## src/rtl/fetch_stage.sv

```systemverilog
`default_nettype none
// ============================================================================
// Module      : fetch_stage
// Description : Instruction fetch stage. Issues one outstanding request to
//               instruction memory, holds the IF/ID register, absorbs a single
//               response in a skid buffer while decode stalls, and discards
//               in-flight fetches on a redirect (flush).
// Revision    : 1.0 - initial release
// ============================================================================
module fetch_stage #(
    parameter int size = 32
) (
    input  logic            clk,
    input  logic            reset,
    input  logic [size-1:0] PC_Addr,
    input  logic            flush,
    input  logic            stall,
    output logic            pc_en,
    output logic            imem_req,
    output logic [size-1:0] imem_addr,
    input  logic            imem_gnt,
    input  logic            imem_rvalid,
    input  logic [31:0]     imem_rdata,
    output logic [31:0]     instruction,
    output logic [size-1:0] PC_ID,
    output logic            valid_ID
);

    localparam logic [2:0]  c_IDLE = 3'd0;
    localparam logic [2:0]  c_REQ  = 3'd1;
    localparam logic [2:0]  c_WAIT = 3'd2;
    localparam logic [2:0]  c_DROP = 3'd3;
    localparam logic [2:0]  c_FULL = 3'd4;
    localparam logic [31:0] c_NOP  = 32'h0000_0013;

    logic [2:0]      r_state;
    logic [2:0]      w_next;
    logic            r_drop;
    logic            r_pc_en;
    logic [size-1:0] r_addr;
    logic [31:0]     r_instr;
    logic [size-1:0] r_pc_id;
    logic            r_valid;
    logic [31:0]     r_skid_data;
    logic [size-1:0] r_skid_addr;

    logic            w_load_mem;
    logic            w_to_skid;
    logic            w_load_skid;
    logic            w_enter_req;
    logic            w_imem_req;

    // A response can go straight to IF/ID only if decode will take the current word
    assign w_load_mem  = (r_state == c_WAIT) && imem_rvalid && !flush && (!stall || !r_valid);
    assign w_to_skid   = (r_state == c_WAIT) && imem_rvalid && !flush && stall && r_valid;
    assign w_load_skid = (r_state == c_FULL) && !flush && !stall;
    assign w_enter_req = (w_next == c_REQ) && (r_state != c_REQ);

    // State register
    always_ff @(posedge clk or negedge reset) begin
        if (!reset) begin
            r_state <= c_IDLE;
        end else begin
            r_state <= w_next;
        end
    end

    // Next-state logic; a grant that coincides with a flush is treated as stale
    always_comb begin
        w_next = r_state;
        case (r_state)
            c_IDLE: w_next = c_REQ;
            c_REQ: begin
                if (imem_gnt) begin
                    w_next = (r_drop || flush) ? c_DROP : c_WAIT;
                end
            end
            c_WAIT: begin
                if (flush) begin
                    w_next = imem_rvalid ? c_REQ : c_DROP;
                end else if (imem_rvalid) begin
                    w_next = (stall && r_valid) ? c_FULL : c_REQ;
                end
            end
            c_DROP: begin
                if (imem_rvalid) begin
                    w_next = c_REQ;
                end
            end
            c_FULL: begin
                if (flush || !stall) begin
                    w_next = c_REQ;
                end
            end
            default: w_next = c_IDLE;
        endcase
    end

    // Output decode: the request is valid for every cycle spent in REQ
    always_comb begin
        w_imem_req = 1'b0;
        if (r_state == c_REQ) begin
            w_imem_req = 1'b1;
        end
    end

    // Address capture and PC-advance pulse on each entry into REQ
    always_ff @(posedge clk or negedge reset) begin
        if (!reset) begin
            r_addr  <= '0;
            r_pc_en <= 1'b0;
        end else begin
            r_pc_en <= w_enter_req;
            if (w_enter_req) begin
                r_addr <= PC_Addr;
            end
        end
    end

    // Drop flag remembers a flush seen while the request still awaits its grant
    always_ff @(posedge clk or negedge reset) begin
        if (!reset) begin
            r_drop <= 1'b0;
        end else begin
            r_drop <= (r_state == c_REQ) && !imem_gnt && (r_drop || flush);
        end
    end

    // Skid buffer catches a response that arrives while decode is stalled
    always_ff @(posedge clk or negedge reset) begin
        if (!reset) begin
            r_skid_data <= '0;
            r_skid_addr <= '0;
        end else if (w_to_skid) begin
            r_skid_data <= imem_rdata;
            r_skid_addr <= r_addr;
        end
    end

    // IF/ID register: flush kills, loads fill, consumption empties to a NOP
    always_ff @(posedge clk or negedge reset) begin
        if (!reset) begin
            r_instr <= c_NOP;
            r_pc_id <= '0;
            r_valid <= 1'b0;
        end else if (flush) begin
            r_instr <= c_NOP;
            r_valid <= 1'b0;
        end else if (w_load_mem) begin
            r_instr <= imem_rdata;
            r_pc_id <= r_addr;
            r_valid <= 1'b1;
        end else if (w_load_skid) begin
            r_instr <= r_skid_data;
            r_pc_id <= r_skid_addr;
            r_valid <= 1'b1;
        end else if (!stall) begin
            r_instr <= c_NOP;
            r_valid <= 1'b0;
        end
    end

    assign pc_en       = r_pc_en;
    assign imem_req    = w_imem_req;
    assign imem_addr   = r_addr;
    assign instruction = r_instr;
    assign PC_ID       = r_pc_id;
    assign valid_ID    = r_valid;

endmodule
`default_nettype wire

```

## config.mk

```make
export PLATFORM = sky130hd
export DESIGN_NAME = fetch_stage
export DESIGN_NICKNAME = d
export VERILOG_FILES = /design/src/rtl/fetch_stage.sv
export SDC_FILE = /design/constraint.sdc
export NUM_CORES = 1
export LEC_CHECK = 0
export CORE_ASPECT_RATIO = 1.2
export CORE_MARGIN = 2
export CORE_UTILIZATION = 45
export DETAILED_ROUTE_END_ITERATION = 12
export PLACE_DENSITY = 0.77
export SLEW_MARGIN = 20
export SYNTH_ARGS = -nofsm -noshare
export SYNTH_HDL_FRONTEND = slang
export SYNTH_SLANG_ARGS = --single-unit
```

## constraint.sdc

```tcl
create_clock -name clk -period 1.65 [get_ports clk]
set_input_delay 0.165 -clock clk [delete_from_list [all_inputs] [get_ports clk]]
set_output_delay 0.165 -clock clk [all_outputs]
set_load 0.05 [all_outputs]
```

==> results of run 1 <==
stage by stage:
step / hold slack, ps / power (W)
finish: 246 / 0.0131
global route: 255 / 0.0137
CTS: 243 / 0.0129
detailed placement: 119 / 0.00919
global placement: 113 / 0.00909
floorplan: -131 / 0.00764
cell families (layout without fill, tap and decap cells):
group	Yosys count	count (layout)
AO/OA/AOI/OAI	103	103
buffers and inverters	37	256
flip-flops	166	166
multiplexers	129	129
AND/OR/NAND/NOR	84	84
path summary, 6_finish.rpt:
check,start,end,slack (ps),depth (start not counted)
max,r_state[2]$_DFF_PN0_,imem_addr[22]$_DFFE_PN0P_,-90,6
min,reset,r_skid_data[5]$_DFFE_PN0P_,250,2
max reg2reg,r_state[2]$_DFF_PN0_,imem_addr[22]$_DFFE_PN0P_,-90,6
min reg2reg,r_skid_addr[1]$_DFFE_PN0P_,r_skid_addr[1]$_DFFE_PN0P_,510,1
max in group asynchronous,reset,instruction[0]$_DFFE_PN1P_,780,3
min in group clk,imem_rdata[0],instruction[0]$_DFFE_PN1P_,330,3
synth_stat cells (4+ instances only):
master,number,area share
nor2_1,4,0.0022
buf_6,6,0.0098
clkbuf_1,7,0.0038
mux2_2,93,0.15
o21ai_0,61,0.044
buf_12,6,0.017
nand2_1,68,0.037
mux2_4,4,0.0087
mux2i_1,32,0.047
o22ai_1,4,0.0036
dfrtp_1,163,0.59
a22oi_1,30,0.033
buf_2,12,0.0087
per-layer routing:
layer | vias to the layer above | track usage | share of wire
met1 | 2490 | 0.245 | 0.41
met2 | 135 | 0.350 | 0.52
met5 | - | 0 | 0
met4 | 0 | 0.0520 | 0.013
met3 | 18 | 0.0614 | 0.057
li1 | 2260 | - | -
area by class of cell:
type | instances | area share
Inverter | 2 | 0.000743
Tap cell | 204 | 0.0253
Clock buffer | 23 | 0.0463
Sequential cell | 166 | 0.412
Multi-Input combinational cell | 316 | 0.279
Timing Repair Buffer | 223 | 0.229
Clock inverter | 8 | 0.00756
power breakdown:
group | internal [W] | leakage, nW | switching, W
registers | 0.00464 | 2.20 | 0.000563
clock network | 0.00214 | 0.259 | 0.00154
logic | 0.00150 | 2.50 | 0.00275
registers in the layout, summed over array words and instances, names as in the netlist:
signal,cells
r_drop,1
pc_en,1
PC_ID,32
r_skid_addr,32
imem_addr,32
valid_ID,1
instruction,32
r_skid_data,32
r_state,3
repair_timing:
action,in CTS,in global routing
cloned,2,10
setup endpoints to repair,178,162
setup buffers,6,2
hold buffers,1,0
pin swaps,3,30
hold endpoints to repair,37,0
gates resized for setup,46,130
==> run metrics, run 1 <==
Worst Setup Start Kind flop; Setup TNS -4280 ps; CP endpoint kind flop; mux contribution to synthesized area 0.208; Via density 5.20; hpwl dp 10.6 mm; Crit path largest cell delay 380 ps; Adder-Cell Fraction of Synth Area 0; non-filler cells, final 942; Synth Area in XOR/XNOR 0; Yosys reg bits 166; WP buf/inv 3; clock skew 8.29 ps; Final Setup Violations 114; clk root buf clkbuf_16; RSZ-0062 raised after global routing yes; CTS clock-pin slew for the worst setup and hold paths 60 ps; most common cell after layout, fill and taps aside dfrtp_1; Final GP Congestion 0.793; Place WS -389 ps; area occupied by registers 0.00416 sq mm; chip height 139 um; final worst path period share 1.06; worst vdd ir 1280 uV; data required time at the worst endpoint 1950 ps; Port Buffer Count 168; multi-input logic area 0.00282 sq mm; TritonCTS Buffers 17; Tmin final 1740 ps; PD cells 1300 mW/mm^2; Setup CP Type reg2reg; Synth Area in Compound Gates 0.0916; CTS tree yes; WL final 17.0 mm; Post-Syn Nets 589; IO Pins 169; register area share after synthesis 0.605; Final Slew Violations 0; worst path cell trace nand3b_1 > buf_6 > buf_4 > a21oi_4 > buf_12 > mux2_2; TritonRoute pass-1 iters 4; die footprint 0.0163 sq mm; Worst Path Arrival 2040 ps; H-tree depth 4; DRC 0; Antenna diodes 0; FP Rows 49; Synth Warn # 0; number of synthesized flops with an enable pin 0; fillers 1096; Distinct cells, synth 31; Cells after Synth 519; Placed Cells 890; drt wl/cell 18.0 um; dpl cell area 0.00879 sq mm; Worst Tran Pin Value 511 ps; Rel. slew slack 0.661; status finished with violations; Final Hold Fails 0; final core occ 0.675; fraction of registers with async set/reset 1.00; initial antenna violation count 0; fin area 0.0101 sq mm; core area 0.0150 sq mm; fmax 573 MHz; wire length of the first global-routing pass 25.8 mm; Sink Count 166; Worst-Skew Late Latency 420 ps; failing checks negative setup slack; CP Max Fanout 24; Initial DRC Count 280; vias in the first global route 5141; layout cells sized above 1 0.454; GRT overflow 0; post-route setup slack -93.9 ps; Slowest cell on crit path dfrtp_1; max-cap violation count 0; die width 117 um; starting density of the core 0.459; simple logic cell fraction of the synthesized area 0.0512; Bufs on Longest Clock Path 2; worst hold path type in2async; NumNets Final 796; Pleak 4.96 nW; largest net degree at the start of global routing 43; synthesis-to-finish area growth 47.0%; largest family of logic cells by synthesized area multiplexers; Synth Flop Type dfrtp_1; Antenna Nets Post-Route 0; GRT Total Usage 0.202; mapped cell area 0.00687 sq mm; most frequent cells in the layout 162 x dfrtp_1, 101 x buf_4, 72 x mux2_2; CP delay by family, top buffers and inverters; Avg Cell Area, Syn 13.2 sq um; Vias 4903
Note: power is estimated with default switching activity, not from simulation.
==> inputs of run 2 (changes only) <==
--- a/config.mk
+++ b/config.mk
@@ -7,9 +7,9 @@
 export LEC_CHECK = 0
 export CORE_ASPECT_RATIO = 1.2
 export CORE_MARGIN = 2
-export CORE_UTILIZATION = 45
+export CORE_UTILIZATION = 50
 export DETAILED_ROUTE_END_ITERATION = 12
-export PLACE_DENSITY = 0.77
+export PLACE_DENSITY = 0.81
 export SLEW_MARGIN = 20
 export SYNTH_ARGS = -nofsm -noshare
 export SYNTH_HDL_FRONTEND = slang
==> constraint.sdc (replaced) <==
create_clock -name clk -period 2.02 [get_ports clk]
set_input_delay 0.202 -clock clk [delete_from_list [all_inputs] [get_ports clk]]
set_output_delay 0.202 -clock clk [all_outputs]
set_load 0.05 [all_outputs]
==> run 2 against run 1 <==
Compared with the run above:
- the flow now finishes without violations
- clock power shrank 15%
- design area fell by 6.8%
- via count fell by 2.8%
- worst setup slack better by 130 ps
- critical path depth is 5 lower
- sequential power down 20%
- die area decreased by 9.7%
- largest cell class unchanged
- largest power group unchanged
- highest routed layer unchanged
==> run metrics, run 2 (synthesized netlist as in run 1, its figures left out) <==
FP Rows 46; PD cells 1140 mW/mm^2; die width 111 um; layout cells sized above 1 0.231; CP Max Fanout 2; Antenna diodes 0; H-tree depth 4; RSZ-0062 raised after global routing no; status finished clean; TritonRoute pass-1 iters 4; Via density 5.43; clk root buf clkbuf_16; GRT overflow 0; Vias 4766; largest net degree at the start of global routing 50; synthesis-to-finish area growth 37.1%; Final GP Congestion 0.852; Initial DRC Count 264; max-cap violation count 0; WP buf/inv 1; Worst Setup Start Kind flop; Antenna Nets Post-Route 0; initial antenna violation count 0; Setup CP Type reg2out; Final Slew Violations 0; DRC 0; data required time at the worst endpoint 1820 ps; most common cell after layout, fill and taps aside clkdlybuf4s50_1; Critical path origin instruction[0]$_DFFE_PN1P_; Worst Path Arrival 1780 ps; CP endpoint kind output port; fmax 503 MHz; Sink Count 166; FF-to-FF Start r_state[0]$_DFF_PN0_; Bufs on Longest Clock Path 2; die footprint 0.0147 sq mm; IO Pins 169; Final Setup Violations 0; starting density of the core 0.517; worst vdd ir 931 uV; wire length of the first global-routing pass 26.4 mm; post-route setup slack 33.4 ps; GRT Total Usage 0.223; Pleak 4.34 nW; CTS clock-pin slew for the worst setup and hold paths 70 ps; WL final 15.9 mm; Worst Tran Pin Value 641 ps; fillers 897; worst hold path type in2async; chip height 132 um; Rel. slew slack 0.573; CTS tree yes; Setup TNS 0 ps; final worst path period share 0.983; NumNets Final 767; vias in the first global route 5149; Port Buffer Count 168; drt wl/cell 18.1 um; Tmin final 1990 ps; CP delay by family, top buffers and inverters; core area 0.0133 sq mm; Crit path largest cell delay 840 ps; most frequent cells in the layout 164 x clkdlybuf4s50_1, 163 x dfrtp_1, 93 x mux2_2; TritonCTS Buffers 17; Slowest cell on crit path clkdlybuf4s50_1; Place WS -35.9 ps; Post-CTS Setup Bufs 0; worst path cell trace clkdlybuf4s50_1; clock skew 8.85 ps; hpwl dp 10.8 mm; Final Hold Fails 0; Worst-Skew Late Latency 420 ps
-- run 2: cell types whose count changed in the layout (fill, tap and decap cells not counted), moves of 16 or more --
cell	previous run	this run
clkdlybuf4s50_1	68	164
buf_4	101	14
o21ai_0	19	61
nand2_1	33	68
mux2_2	72	93
mux2_4	25	4
o21ai_1	23	3
o21ai_2	20	0
nand2_2	19	0
dlygate4sd2_1	16	0
nand2_4	16	0
-- run 2: layer usage --
layer | track usage | up-vias | share of wire
li1 | - | 2200 | -
met1 | 0.269 | 2408 | 0.40
met2 | 0.381 | 134 | 0.52
met3 | 0.0696 | 24 | 0.066
met4 | 0.0792 | 0 | 0.019
met5 | 0 | - | 0
-- run 2: what timing repair did --
action / 4_1_cts / 5_1_grt
setup endpoints to repair: 0 / 2
hold endpoints to repair: 45 / 0
resized for setup: 0 / 2
hold buffers: 1 / 0
-- run 2: layout make-up --
class | count | area (sq um) | area share
sequential | 166 | 4160 | 0.442
multi-input combinational | 316 | 2420 | 0.257
timing repair buffer | 194 | 2030 | 0.216
clock buffer | 17 | 425 | 0.0452
tap | 168 | 210 | 0.0223
clock inverter | 15 | 160 | 0.0170
inverter | 2 | 7.51 | 0.000797
-- run 2: power breakdown --
part           leakage (nW)  switching (W)  internal (W)
sequential             2.20       0.000393       0.00378
clock                 0.283        0.00148       0.00165
combinational          1.85        0.00220       0.00122
total                  4.34        0.00407       0.00666
-- run 2: per-stage QoR --
stage / std cells / instance area [sq um] / power, W / hold WS (ps) / utilization
final: 878 / 9420 / 0.0107 / 282 / 0.708
after global routing: 878 / 9420 / 0.0112 / 320 / 0.708
after CTS: 878 / 9410 / 0.0108 / 279 / 0.708
after detailed placement: 845 / 8820 / 0.00764 / 175 / 0.663
after global placement: 845 / 8820 / 0.00755 / 162 / 0.663
after floorplan: 519 / 6870 / 0.00624 / -93.6 / -
-- run 2: worst paths after layout --
| kind | end | slack [ps] | cells after the start |
|---|---|---|---|
| setup / recovery | instruction[0] | 30 | 1 |
| hold / removal | imem_addr[10]$_DFFE_PN0P_ | 280 | 2 |
| setup reg to reg | imem_addr[4]$_DFFE_PN0P_ | 230 | 6 |
| hold reg to reg | r_skid_addr[17]$_DFFE_PN0P_ | 510 | 1 |
| max in group asynchronous | instruction[4]$_DFFE_PN1P_ | 1060 | 3 |
| min in group clk | r_drop$_DFF_PN0_ | 350 | 2 |
==> inputs of run 3 (changes only) <==
--- a/config.mk
+++ b/config.mk
@@ -6,10 +6,9 @@
 export NUM_CORES = 1
 export LEC_CHECK = 0
 export CORE_ASPECT_RATIO = 1.2
-export CORE_MARGIN = 2
-export CORE_UTILIZATION = 50
+export CORE_UTILIZATION = 45
 export DETAILED_ROUTE_END_ITERATION = 12
-export PLACE_DENSITY = 0.81
+export PLACE_DENSITY = 0.77
 export SLEW_MARGIN = 20
 export SYNTH_ARGS = -nofsm -noshare
 export SYNTH_HDL_FRONTEND = slang
==> constraint.sdc (replaced) <==
create_clock -name clk -period 1.7 [get_ports clk]
set_input_delay 0.17 -clock clk [delete_from_list [all_inputs] [get_ports clk]]
set_output_delay 0.17 -clock clk [all_outputs]
set_load 0.05 [all_outputs]
==> run 3 against run 2 <==
Compared with the run above:
- the run now ends with negative setup slack left
- worst setup slack worse by 97 ps
- core utilization down 7.0 points
- sequential power up 18%
- critical path type is now reg2reg
- global-route usage down 1.5 points
- critical endpoint is now r_skid_addr[18]$_DFFE_PN0P_
- critical path depth up 4
==> run metrics, run 3 (synthesized netlist as in run 1, its figures left out) <==
status finished with violations; failing checks negative setup slack; Place WS -289 ps; routed wl met2 8.49 mm; Sw Share 0.359; TritonRoute pass-1 iters 4; met3 wire len 929 um; wire length of the first global-routing pass 24.9 mm; Setup CP Type reg2reg; Via density 5.22; Final Slew Violations 0; most frequent cells in the layout 162 x dfrtp_1, 93 x mux2_2, 68 x clkdlybuf4s50_1, 68 x buf_4, 67 x nand2_1; Clk network pwr share 0.309; PD cells 1330 mW/mm^2; clk root buf clkbuf_16; NumNets Final 781; Worst Path Arrival 2080 ps; Setup TNS -2850 ps; Switching Power 0.00456 W; DRC 0; vias in the first global route 5088; RSZ-0062 raised after global routing yes; WL final 16.1 mm; Worst-Skew Late Latency 430 ps; post-route setup slack -63.2 ps; core area 0.0150 sq mm; Metal-1 WL 6.41 mm; Worst Setup Start Kind flop; Final Hold Fails 0; CTS tree yes; initial antenna violation count 0; FP Rows 49; CP Max Fanout 21; worst vdd ir 902 uV; CTS clock-pin slew for the worst setup and hold paths 60 ps; Port Buffer Count 168; hpwl dp 10.5 mm; Sink Count 166; most common cell after layout, fill and taps aside dfrtp_1; data required time at the worst endpoint 2010 ps; worst path cell trace buf_4 > nor3_2 > and3_4 > buf_12 > mux2_2; PnR Total Power 0.0127 W; Antenna Nets Post-Route 0; Slowest cell on crit path dfrtp_1; Bufs on Longest Clock Path 2; Cell Int Power 0.00813 W; final core occ 0.639; Initial DRC Count 234; Comb pwr share 0.301; Reg power frac 0.390; starting density of the core 0.459; drt wl/cell 17.3 um; max-cap violation count 0; fmax 567 MHz; Rel. slew slack 0.610; H-tree depth 4; Worst Tran Pin Value 585 ps; top routing layer used met4; largest net degree at the start of global routing 70; worst hold path type in2async; IO Pins 169; Final GP Congestion 0.780; synthesis-to-finish area growth 39.1%; Tmin final 1760 ps; WP buf/inv 2; clock skew 8.82 ps; die width 115 um; Antenna diodes 0; Final Setup Violations 104; Pleak 4.67 nW; layout cells sized above 1 0.320; Hold WS 189 ps; chip height 137 um; final worst path period share 1.04; die footprint 0.0158 sq mm; GRT overflow 0; CP endpoint kind flop; CP delay by family, top simple AND/OR/NAND/NOR gates; Vias 4843; GRT Total Usage 0.208; TritonCTS Buffers 17; Crit path largest cell delay 410 ps
==> run 3: final timing paths <==
path | startpoint | endpoint | slack (ps) | depth (start not counted)
worst max-delay path | r_state[0]$_DFF_PN0_ | r_skid_addr[18]$_DFFE_PN0P_ | -60 | 5
worst min-delay path | reset | instruction[9]$_DFFE_PN0P_ | 190 | 2
worst max register to register | r_state[0]$_DFF_PN0_ | r_skid_addr[18]$_DFFE_PN0P_ | -60 | 5
worst min register to register | r_skid_addr[0]$_DFFE_PN0P_ | r_skid_addr[0]$_DFFE_PN0P_ | 510 | 1
max in group asynchronous | reset | instruction[0]$_DFFE_PN1P_ | 820 | 3
min in group clk | imem_rdata[0] | instruction[0]$_DFFE_PN1P_ | 300 | 3
==> run 3: per-stage QoR <==
| stage | instances | instance area (sq um) |
|---|---|---|
| 2_1_floorplan | 519 | 6880 |
| 3_3_place_gp | 888 | 8810 |
| 3_5_place_dp | 888 | 8810 |
| 4_1_cts | 923 | 9420 |
| 5_1_grt | 928 | 9550 |
| 6_report | 928 | 9550 |
==> run 3: timing repair <==
action                                 4_1_cts  5_1_grt
setup buffers                                1        0
setup endpoints to repair                  163      132
cloned                                       1        5
endpoints found under the hold margin       74        0
hold buffers                                 1        0
pin swaps                                    1        0
gates resized for setup                     51       12
==> run 3: cell type report <==
cell class / count / area (sq um)
fillers: 1200 / 5410
flip-flops and latches: 166 / 4160
multi-input cells: 316 / 2460
repair buffers: 208 / 2080
clock buffers: 24 / 472
well taps: 204 / 255
clock inverters: 8 / 125
inverters: 2 / 7.51
==> run 3: layer usage <==
metal  vias to the layer above  global-route usage
met5                         -                   0
met2                       141               0.367
met3                        19              0.0576
met1                      2447               0.237
li1                       2236                   -
met4                         0              0.0880
==> run 3: power groups by stage <==
stage / combinational [W] / sequential, W / clock, W
after detailed placement: 0.00393 / 0.00503 / 0
after CTS: 0.00384 / 0.00496 / 0.00398
after global placement: 0.00387 / 0.00501 / 0
after floorplan: 0.000630 / 0.00678 / 0
final: 0.00382 / 0.00495 / 0.00392
after global routing: 0.00402 / 0.00503 / 0.00414
